### src/rtl/seq_muldiv_pkg.sv
// muldiv_pkg: shared op, state and flag types for seq_muldiv
package muldiv_pkg;
    typedef enum logic {MD_MUL, MD_DIV} muldiv_op_t;
    typedef enum logic [1:0] {IDLE, CALC, FIX, DONE} muldiv_state_t;
    typedef struct packed {
        logic div_by_zero;
        logic overflow;
    } muldiv_flags_t;
endpackage

### src/rtl/cond_negate.sv
// cond_negate: two's-complement negate when neg is set
module cond_negate #(
    parameter int WIDTH = 16
) (
    input  logic             neg,
    input  logic [WIDTH-1:0] value,
    output logic [WIDTH-1:0] result
);
    assign result = neg ? -value : value;
endmodule

### src/rtl/seq_muldiv.sv
// seq_muldiv: iterative signed/unsigned mul/div; define SEQ_MULDIV_EARLY_EXIT_EN for variable-latency MUL
module seq_muldiv
    import muldiv_pkg::*;
#(
    parameter  int WIDTH = 16,
    localparam int CNT_W = $clog2(WIDTH) + 1
) (
    input  logic             clk,
    input  logic             rst,
    input  logic             in_valid,
    output logic             in_ready,
    input  muldiv_op_t       op,
    input  logic             is_signed,
    input  logic [WIDTH-1:0] a,
    input  logic [WIDTH-1:0] b,
    output logic             out_valid,
    input  logic             out_ready,
    output logic [WIDTH-1:0] result_hi,
    output logic [WIDTH-1:0] result_lo,
    output logic             div_by_zero,
    output logic             overflow
);
    muldiv_state_t        state;
    muldiv_op_t           op_r;
    muldiv_flags_t        flags;
    logic                 sign_q, sign_r, dbz_r, ovf_r, sa, sb, done_iter;
    logic [CNT_W-1:0]     count;
    logic [2*WIDTH-1:0]   acc, ma, mul_next, prod_fix;
    logic [WIDTH-1:0]     mb, mag_a, mag_b, rem_sh, rem_fix, quot_fix;
    logic [WIDTH:0]       trial;

    assign sa          = is_signed & a[WIDTH-1];
    assign sb          = is_signed & b[WIDTH-1];
    assign in_ready    = state == IDLE;
    assign div_by_zero = flags.div_by_zero;
    assign overflow    = flags.overflow;
    assign mul_next    = acc + (mb[0] ? ma : '0);
    // DIV keeps {remainder, dividend} in acc and shifts one dividend bit into the remainder per step
    assign rem_sh      = {acc[2*WIDTH-2:WIDTH], acc[WIDTH-1]};
    assign trial       = {1'b0, rem_sh} - {1'b0, ma[WIDTH-1:0]};
`ifdef SEQ_MULDIV_EARLY_EXIT_EN
    assign done_iter = count == CNT_W'(WIDTH - 1) || (op_r == MD_MUL && mb[WIDTH-1:1] == '0);
`else
    assign done_iter = count == CNT_W'(WIDTH - 1);
`endif

    cond_negate #(.WIDTH(WIDTH))   u_neg_a (.neg(sa),     .value(a),                   .result(mag_a));
    cond_negate #(.WIDTH(WIDTH))   u_neg_b (.neg(sb),     .value(b),                   .result(mag_b));
    cond_negate #(.WIDTH(2*WIDTH)) u_neg_p (.neg(sign_q), .value(acc),                 .result(prod_fix));
    cond_negate #(.WIDTH(WIDTH))   u_neg_q (.neg(sign_q), .value(acc[WIDTH-1:0]),      .result(quot_fix));
    cond_negate #(.WIDTH(WIDTH))   u_neg_r (.neg(sign_r), .value(acc[2*WIDTH-1:WIDTH]), .result(rem_fix));

    always_ff @(posedge clk or posedge rst) begin
        if (rst) begin
            state     <= IDLE;
            op_r      <= MD_MUL;
            sign_q    <= 1'b0;
            sign_r    <= 1'b0;
            dbz_r     <= 1'b0;
            ovf_r     <= 1'b0;
            count     <= '0;
            acc       <= '0;
            ma        <= '0;
            mb        <= '0;
            out_valid <= 1'b0;
            result_hi <= '0;
            result_lo <= '0;
            flags     <= '0;
        end else begin
            case (state)
                IDLE: if (in_valid) begin
                    op_r   <= op;
                    sign_q <= sa ^ sb;
                    sign_r <= sa;
                    dbz_r  <= op == MD_DIV && b == '0;
                    ovf_r  <= is_signed && op == MD_DIV && a == {1'b1, {(WIDTH-1){1'b0}}} && &b;
                    count  <= '0;
                    acc    <= op == MD_MUL ? '0 : {{WIDTH{1'b0}}, b == '0 ? a : mag_a};
                    ma     <= {{WIDTH{1'b0}}, op == MD_MUL ? mag_a : mag_b};
                    mb     <= mag_b;
                    state  <= op == MD_DIV && b == '0 ? FIX : CALC;
                end
                CALC: begin
                    count <= count + 1'b1;
                    ma    <= op_r == MD_MUL ? ma << 1 : ma;
                    mb    <= mb >> 1;
                    acc   <= op_r == MD_MUL ? mul_next :
                             trial[WIDTH] ? {rem_sh, acc[WIDTH-2:0], 1'b0} :
                                            {trial[WIDTH-1:0], acc[WIDTH-2:0], 1'b1};
                    state <= done_iter ? FIX : CALC;
                end
                FIX: begin
                    result_hi <= dbz_r ? acc[WIDTH-1:0] : op_r == MD_MUL ? prod_fix[2*WIDTH-1:WIDTH] : rem_fix;
                    result_lo <= dbz_r ? '1 : op_r == MD_MUL ? prod_fix[WIDTH-1:0] : quot_fix;
                    flags     <= '{div_by_zero: dbz_r, overflow: ovf_r};
                    out_valid <= 1'b1;
                    state     <= DONE;
                end
                DONE: if (out_ready) begin
                    out_valid <= 1'b0;
                    state     <= IDLE;
                end
            endcase
        end
    end
endmodule

### config.mk
export PLATFORM = sky130hd
export DESIGN_NAME = seq_muldiv
export DESIGN_NICKNAME = d
export VERILOG_FILES = /design/src/rtl/seq_muldiv_pkg.sv /design/src/rtl/cond_negate.sv /design/src/rtl/seq_muldiv.sv
export SDC_FILE = /design/constraint.sdc
export NUM_CORES = 1
export LEC_CHECK = 0
export CAP_MARGIN = 20
export CORE_MARGIN = 2
export CORE_UTILIZATION = 40
export CTS_CLUSTER_SIZE = 24
export DETAILED_ROUTE_END_ITERATION = 10
export GPL_ROUTABILITY_DRIVEN = 0
export GPL_TIMING_DRIVEN = 0
export REMOVE_ABC_BUFFERS = 1
export SLEW_MARGIN = 10
export SYNTH_ARGS = -nofsm -noshare
export SYNTH_HDL_FRONTEND = slang
export SYNTH_SLANG_ARGS = --single-unit
export TNS_END_PERCENT = 10
### constraint.sdc
create_clock -name clk -period 5.5 [get_ports clk]
set_clock_uncertainty 0.2 [all_clocks]
set_input_delay 1.375 -clock clk [delete_from_list [all_inputs] [get_ports clk]]
set_output_delay 1.375 -clock clk [all_outputs]
set_load 0.01 [all_outputs]
==> impl_table.tex, run 1 <==
\begin{tabular}{lr}
\hline
Metric & Value \\
\hline
\multicolumn{2}{l}{\textbf{Logic synthesis}} \\
Dominant cell by count in the synthesized netlist & sky130\_fd\_sc\_hd\_\_dfrtp\_1 \\
Post-synthesis instance total & 1,199 \\
Yosys cell types & 76 \\
Average cell area after synthesis & about 8.3 µm² \\
Area share of the largest cell type after synthesis & 32.10\% \\
Syn. warnings & 0 \\
Proportion of synthesized chip area in sequential cells & roughly 32\% \\
Async set-or-reset flop fraction in the synthesized netlist & 100.0\% \\
EDFF count, synth & 0 \\
Most frequent cells after synthesis & sky130\_fd\_sc\_hd\_\_dfrtp\_1 (127), sky130\_fd\_sc\_hd\_\_nand2\_1 (117), sky130\_fd\_sc\_hd\_\_a21oi\_1 (107), sky130\_fd\_sc\_hd\_\_o21ai\_0 (107), sky130\_fd\_sc\_hd\_\_nor2\_1 (101) \\
Commonest register cell after synthesis & sky130\_fd\_sc\_hd\_\_dfrtp\_1 \\
Cell type contributing the most total cell area after synthesis & sky130\_fd\_sc\_hd\_\_dfrtp\_1 \\
Total standard cell area after synthesis & 9899 µm² \\
Leading post-synthesis cells by cell area & sky130\_fd\_sc\_hd\_\_dfrtp\_1 (32\%), sky130\_fd\_sc\_hd\_\_ha\_1 (6.8\%), sky130\_fd\_sc\_hd\_\_a21oi\_1 (5.4\%) \\
Flop and latch count out of synthesis & roughly 130 \\
\multicolumn{2}{l}{\textbf{Finish}} \\
Final-layout fill cell count & between 2k and 2.5k \\
Net count, final & between 1k and 1.5k \\
Fraction of final layout cells with drive strength greater than 1 & between 5 and 6\% \\
Number of antenna repair diodes & 0 \\
Finished layout cell area & approximately 12,000 µm² \\
Synth-to-layout area growth & 16.65\% \\
\multicolumn{2}{l}{\textbf{CTS}} \\
H-tree lvl count & 4 \\
Num Clock Sinks & roughly 130 \\
Post-CTS Hold Fix Bufs & 0 \\
Number of buffers inserted during clock tree synthesis & 17 \\
Buffer depth of the longest clock path & 2 \\
Total of cells resized after clock tree synthesis & 0 \\
Root buffer selected by CTS & sky130\_fd\_sc\_hd\_\_clkbuf\_16 \\
Clock transition at the registers of the reported paths & roughly 70 ps \\
Buffers inserted by post-CTS timing repair & 0 \\
Clock latency of the later-clocked register in the worst-skew pair & roughly 430 ps \\
TritonCTS clock tree & done \\
\multicolumn{2}{l}{\textbf{Global routing}} \\
Total track usage & a little under a quarter \\
First-pass GRT wire length & between 40,000 and 50,000 µm \\
Via count of the first global-routing pass & $\sim$8.7k \\
Overflow left after global routing & 0 \\
Maximum number of pins on one net before global-route repair & 65 \\
Number of antenna violations at the first check in global routing & 0 \\
\multicolumn{2}{l}{\textbf{Critical path}} \\
Slowest CP cell & sky130\_fd\_sc\_hd\_\_or4b\_1 \\
Number of cells traversed by the worst register-to-register path & 12 \\
Arrival time at the worst endpoint & 4600 ps \\
Cells along the critical path & clkdlybuf4s50\_1 -> inv\_1 -> ha\_1 -> or3b\_2 -> or3\_1 -> or4b\_1 -> nor3\_1 -> nor2\_1 -> xor2\_1 -> o211ai\_1 -> a31oi\_1 \\
Slowest Stage Delay on Critical Path & approximately 560 ps \\
Critical path start-end classification & input pin to register \\
Sort of element at the end of the critical path & register \\
Setup crit start kind & input pin \\
Critical path required time & around 5600 ps \\
Largest fanout of any net on the critical path & 5 \\
\multicolumn{2}{l}{\textbf{Detailed routing}} \\
Routed vias & just over 9k \\
WL met1 & 14,260 µm \\
Pre-antenna DRT Iters & 5 \\
Total routed wirelength & a little under 30,000 µm \\
Uppermost signal routing layer after detailed routing & met4 \\
DR iter-0 viols & 818 \\
Final ANT Viol Nets & 0 \\
Post-detailed-route DRC marker count & 0 \\
Routed wirelength normalized by instance count & approximately 19 µm \\
Met2 wire len & approximately 13,000 µm \\
Vias per inst & 5.785 \\
Detailed route wirelength on metal3 & $\sim$1200 µm \\
\multicolumn{2}{l}{\textbf{Status}} \\
Result of the run & completed \\
\multicolumn{2}{l}{\textbf{STA}} \\
Share of the cycle needed by the critical path after routing & 81.86\% \\
Crit path setup slack, layout & $\sim$1000 ps \\
Transition time at the pin with the least slew margin & between 1000 and 1500 ps \\
Unrepaired setup endpoints after global routing & no \\
Count of endpoints failing setup in the final report & 0 \\
Worst relative slew slack & approximately 29\% \\
Fmax & 222.1 MHz \\
Final Max Tran Viols & 0 \\
Final number of hold-violating endpoints & 0 \\
Minimum clock period & approximately 4500 ps \\
\multicolumn{2}{l}{\textbf{Min path}} \\
Class of the tightest hold or removal check & register to register \\
Number of cells on the worst hold path & 2 \\
\multicolumn{2}{l}{\textbf{Place}} \\
Post-place instance area & 10,960 µm² \\
Pre-CTS WS & approximately 570 ps \\
Port bufs & 73 \\
Half-perimeter wire length after placement & between 20,000 and 25,000 µm \\
\multicolumn{2}{l}{\textbf{Flow run}} \\
Maximum capacitance violations & 0 \\
\multicolumn{2}{l}{\textbf{Floorplanning}} \\
Initial Util & 40.71\% \\
Core outline area & about 24,000 µm² \\
Cell row count & 57 \\
X dimension of the die & 161.3 µm \\
Area of the die & between 20,000 and 30,000 µm² \\
Floorplan die height & $\sim$160 µm \\
Boundary pin count & 74 \\
\multicolumn{2}{l}{\textbf{Pwr}} \\
Pwr per Cell Area & 633.8 nW/µm² \\
Maximum vdd drop & between 0.2 and 0.25 mV \\
Total leakage power & between 4 and 5 nW \\
\hline
\end{tabular}
registers in the layout, indices dropped and copies added (netlist names):
name / flops
ovf_r: 1
ma: 32
state: 2
out_valid: 1
overflow: 1
count: 5
op_r: 1
acc: 32
mb: 16
div_by_zero: 1
dbz_r: 1
sign_q: 1
result_hi: 16
sign_r: 1
result_lo: 16
final cells by class:
class	instances	area, µm²	share of cell area (%)
Tap cell	324	405.4	3.511
Sequential cell	127	3178	27.52
Inverter	42	162.7	1.409
Clock buffer	17	425.4	3.684
Clock inverter	15	170.2	1.474
Multi-Input combinational cell	961	6285	54.43
Timing Repair Buffer	82	920.9	7.975
power by group:
group | internal (mW) | total [mW] | leakage [nW] | switching (mW)
Combinational | 1.86 | 4.25 | 3.06 | 2.39
Sequential | 1.35 | 1.93 | 1.56 | 0.580
Clock | 0.610 | 1.14 | 0.288 | 0.533
Total | 3.82 | 7.32 | 4.91 | 3.50
worst paths after layout:
kind / from / end / slack [ps]
min in group asynchronous: rst / result_hi[12] / 1210
max in group asynchronous: rst / mb[4] / 3140
setup / recovery: a[0] / ma[14] / 1000
hold reg to reg: result_lo[0] / result_lo[0] / 270
setup reg to reg: mb[0] / acc[26] / 1080
hold / removal: result_lo[0] / result_lo[0] / 270
per-layer routing:
| layer | GRT usage, % | vias to the layer above |
|---|---|---|
| met5 | 0 | - |
| met1 | 33.05 | 4371 |
| met2 | 35.31 | 217 |
| li1 | - | 4432 |
| met3 | 3.313 | 51 |
| met4 | 7.589 | 0 |
kinds of logic (layout without fill, tap and decap cells):
family                     count (synthesis)  after routing  synth area share, %
AOI/OAI and AO/OA                        402            402                26.09
xor gates and xnor gates                 105            105                9.290
adders and majority gates                 56             56                7.230
buffers and inverters                    111            156                4.727
DFF                                      127            127                32.10
muxes                                     23             23                2.351
and+or+nand+nor                          375            375                18.21
layout by cell type (no fill, tap or decap), types with 9 or more instances in the layout:
cell and instances:
sky130_fd_sc_hd__or3_1 10, sky130_fd_sc_hd__ha_1 54, sky130_fd_sc_hd__clkbuf_16 17, sky130_fd_sc_hd__a211oi_1 30
sky130_fd_sc_hd__o21ai_0 107, sky130_fd_sc_hd__dfrtp_1 127, sky130_fd_sc_hd__a31oi_1 15, sky130_fd_sc_hd__nand2_1 116
sky130_fd_sc_hd__a21o_1 16, sky130_fd_sc_hd__a21oi_1 107, sky130_fd_sc_hd__a221oi_1 14, sky130_fd_sc_hd__nor2_1 98
sky130_fd_sc_hd__xnor2_1 55, sky130_fd_sc_hd__a22oi_1 19, sky130_fd_sc_hd__nor3_1 19, sky130_fd_sc_hd__clkdlybuf4s50_1 72
sky130_fd_sc_hd__and3_1 17, sky130_fd_sc_hd__nand4_1 9, sky130_fd_sc_hd__and2_1 38, sky130_fd_sc_hd__nand3_1 18
sky130_fd_sc_hd__xor2_1 50, sky130_fd_sc_hd__mux2i_1 21, sky130_fd_sc_hd__inv_1 40, sky130_fd_sc_hd__a22o_1 16
critical path: cells and delay by family:
family                     cells  cell delay [ps]
buffers and inverters          2              580
xor gates and xnor gates       1              150
AOI/OAI and AO/OA              2              440
adders and majority gates      1              180
and+or+nand+nor                5             1880
metrics by stage:
stage	total power, mW	utilization (%)	setup TNS (ps)	std cells	hold slack (ps)
after global routing	7.924	47.48	0	1568	304.6
after CTS	7.293	47.50	0	1568	278.3
after detailed placement	6.134	45.05	0	1536	259.8
after global placement	5.922	44.10	-290960	1527	251.9
after floorplan	4.699	-	0	1130	238.6
final	7.319	47.48	0	1568	271.5
(Power assumes the default switching activity.)
==> run 2, diff against run 1 <==
Clock period 5.5 ns to 3.69 ns, I/O delays scaled along.
==> run 2 against run 1 <==
  * The flow now finishes with violations (negative setup slack)
  * Routed wire length is 1.4% higher
  * Critical endpoint is now acc[26]
  * Via count is 0.52% higher
  * Critical path depth is 1 higher
  * First-iteration DRC count is 4.2% higher
  * Worst setup slack worse by 1000 ps
  * Sequential cell count stayed put
  * Worst hold slack hardly changed
  * Non-clock buffer count is 3 higher
==> impl_table.tex, run 2 (synthesized netlist as in run 1, its figures left out) <==
\begin{tabular}{lr}
\hline
Metric & Value \\
\hline
\multicolumn{2}{l}{\textbf{CTS}} \\
Number of buffers inserted during clock tree synthesis & 17 (unchanged) \\
Clock latency of the later-clocked register in the worst-skew pair & 430 ps (about the same) \\
Clock transition at the registers of the reported paths & 70 ps (about the same) \\
Num Clock Sinks & 127 (unchanged) \\
Post-CTS Hold Fix Bufs & 0 (unchanged) \\
Buffer depth of the longest clock path & 2 (unchanged) \\
TritonCTS clock tree & done \\
Root buffer selected by CTS & sky130\_fd\_sc\_hd\_\_clkbuf\_16 \\
H-tree lvl count & 4 (unchanged) \\
\multicolumn{2}{l}{\textbf{Status}} \\
Result of the run & complete, but fails checks \\
Violated checks & negative setup slack \\
\multicolumn{2}{l}{\textbf{Place}} \\
Half-perimeter wire length after placement & 21,880 µm (unchanged) \\
Pre-CTS WS & -787.6 ps (-1358 ps) \\
Post-place instance area & 10,960 µm² (unchanged) \\
Port bufs & 73 (unchanged) \\
\multicolumn{2}{l}{\textbf{Pwr}} \\
Maximum vdd drop & 0.3525 mV (+51\%) \\
Pwr per Cell Area & 941.6 nW/µm² (+49\%) \\
Total power draw & 11.04 mW (+51\%) \\
Total leakage power & 4.986 nW (+1.6\%) \\
\multicolumn{2}{l}{\textbf{Flow run}} \\
Maximum capacitance violations & 0 (unchanged) \\
\multicolumn{2}{l}{\textbf{Global routing}} \\
First-pass GRT wire length & 48,000 µm (+0.59\%) \\
Via count of the first global-routing pass & 8,718 (+0.20\%) \\
Maximum number of pins on one net before global-route repair & 65 (unchanged) \\
Total track usage & 23.03\% (+0.099 points) \\
Number of antenna violations at the first check in global routing & 0 (unchanged) \\
Overflow left after global routing & 0 (unchanged) \\
\multicolumn{2}{l}{\textbf{Critical path}} \\
Arrival time at the worst endpoint & 3830 ps (-770 ps) \\
Largest fanout of any net on the critical path & 18 (+13) \\
Setup crit start kind & register \\
Critical path required time & 3810 ps (-1790 ps) \\
Critical path start-end classification & register to register \\
Sort of element at the end of the critical path & register \\
\multicolumn{2}{l}{\textbf{Detailed routing}} \\
Pre-antenna DRT Iters & 5 (unchanged) \\
Post-detailed-route DRC marker count & 0 (unchanged) \\
Total routed wirelength & 29,720 µm (+1.4\%) \\
DR iter-0 viols & 852 (+4.2\%) \\
Routed wirelength normalized by instance count & 18.92 µm (+1.2\%) \\
Final ANT Viol Nets & 0 (unchanged) \\
Routed vias & 9,118 (+0.52\%) \\
Vias per inst & 5.804 (+0.33\%) \\
\multicolumn{2}{l}{\textbf{STA}} \\
Worst relative slew slack & 28.47\% (-0.26 points) \\
Final number of hold-violating endpoints & 0 (unchanged) \\
Final Max Tran Viols & 0 (unchanged) \\
Transition time at the pin with the least slew margin & 1073 ps (+3.924 ps) \\
Share of the cycle needed by the critical path after routing & 100.4\% \\
Minimum clock period & 3705 ps \\
Count of endpoints failing setup in the final report & 1 (+1) \\
Crit path setup slack, layout & -15.19 ps (-1013 ps) \\
Unrepaired setup endpoints after global routing & yes \\
Fmax & between 200 and 300 MHz \\
Final TNS setup & -15.19 ps (-15.19 ps) \\
\multicolumn{2}{l}{\textbf{Floorplanning}} \\
Floorplan die height & 161.3 µm (unchanged) \\
Core outline area & 24,320 µm² (unchanged) \\
Boundary pin count & 74 (unchanged) \\
Cell row count & 57 (unchanged) \\
Initial Util & 40.71\% (unchanged) \\
Area of the die & 26,020 µm² (unchanged) \\
X dimension of the die & 161.3 µm (unchanged) \\
\multicolumn{2}{l}{\textbf{Min path}} \\
Class of the tightest hold or removal check & register to register \\
\multicolumn{2}{l}{\textbf{Finish}} \\
Most common library cell in the layout ignoring fill and taps & sky130\_fd\_sc\_hd\_\_dfrtp\_1 \\
Number of antenna repair diodes & 0 (unchanged) \\
Net count, final & 1,328 (+0.23\%) \\
Largest registers & acc (32), ma (32) \\
Most frequent cells in the layout & sky130\_fd\_sc\_hd\_\_dfrtp\_1 (125), sky130\_fd\_sc\_hd\_\_nand2\_1 (116), sky130\_fd\_sc\_hd\_\_o21ai\_0 (105) \\
Synth-to-layout area growth & 18.43\% \\
Fraction of final layout cells with drive strength greater than 1 & 7.298\% (+1.8 points) \\
Finished layout cell area & 11,720 µm² (+1.5\%) \\
\hline
\end{tabular}
[run 2: cell type report]
type                    instances  area (µm²)
repair buffers                 85       957.2
fillers                      2338       12600
clock buffers                  17       425.4
well taps                     324       405.4
inverters                      42       162.7
clock inverters                15       170.2
flip-flops and latches        127        3183
multi-input cells             961        6420
[run 2: timing repair]
item,in CTS,in global routing
endpoints found under the setup margin,26,15
gates cloned,0,0
resized for setup,20,13
pin swaps,2,4
hold endpoints to repair,0,0
buffers inserted,0,3
[run 2: metal layers]
layer / vias up / global-route usage (%) / part of all wire [%]
met2: 235 / 36.03 / 46
met3: 44 / 3.313 / 4.8
li1: 4442 / - / -
met1: 4397 / 33.16 / 48
met5: - / 0 / 0
met4: 0 / 6.534 / 1.9
[run 2: power breakdown]
part / switching (mW) / internal [mW]
combinational: 3.66 / 2.81
sequential: 0.855 / 2.02
clock: 0.790 / 0.909
total: 5.31 / 5.73
[run 2: per-stage QoR]
stage / std cells / hold WS, ps / util (%)
global placement: 1527 / 251.9 / 44.10
floorplan: 1130 / 238.6 / -
global route: 1571 / 304.6 / 48.21
finish: 1571 / 271.7 / 48.21
CTS: 1568 / 278.3 / 47.93
detailed placement: 1536 / 259.8 / 45.05
[run 2: worst max-delay path: stages, from the launching register on]
cell and delay [ps]:
sky130_fd_sc_hd__dfrtp_4 590, sky130_fd_sc_hd__and2_1 180, sky130_fd_sc_hd__ha_1 200, sky130_fd_sc_hd__fa_1 410, sky130_fd_sc_hd__a21o_1 210, sky130_fd_sc_hd__a31o_2 270
sky130_fd_sc_hd__a21oi_4 200, sky130_fd_sc_hd__a21oi_4 110, sky130_fd_sc_hd__a31o_2 260, sky130_fd_sc_hd__a31oi_4 220, sky130_fd_sc_hd__nor3_1 80, sky130_fd_sc_hd__o41a_1 440
sky130_fd_sc_hd__a211o_1 230
[run 2: path summary, 6_finish.rpt]
check	from	end	slack [ps]	depth (start not counted)
max	mb[0]	acc[26]	-20	12
min	ovf_r	overflow	270	2
max reg2reg	mb[0]	acc[26]	-20	12
min reg2reg	ovf_r	overflow	270	2
max in group asynchronous	rst	mb[0]	1760	3
min in group asynchronous	rst	result_hi[12]	760	2
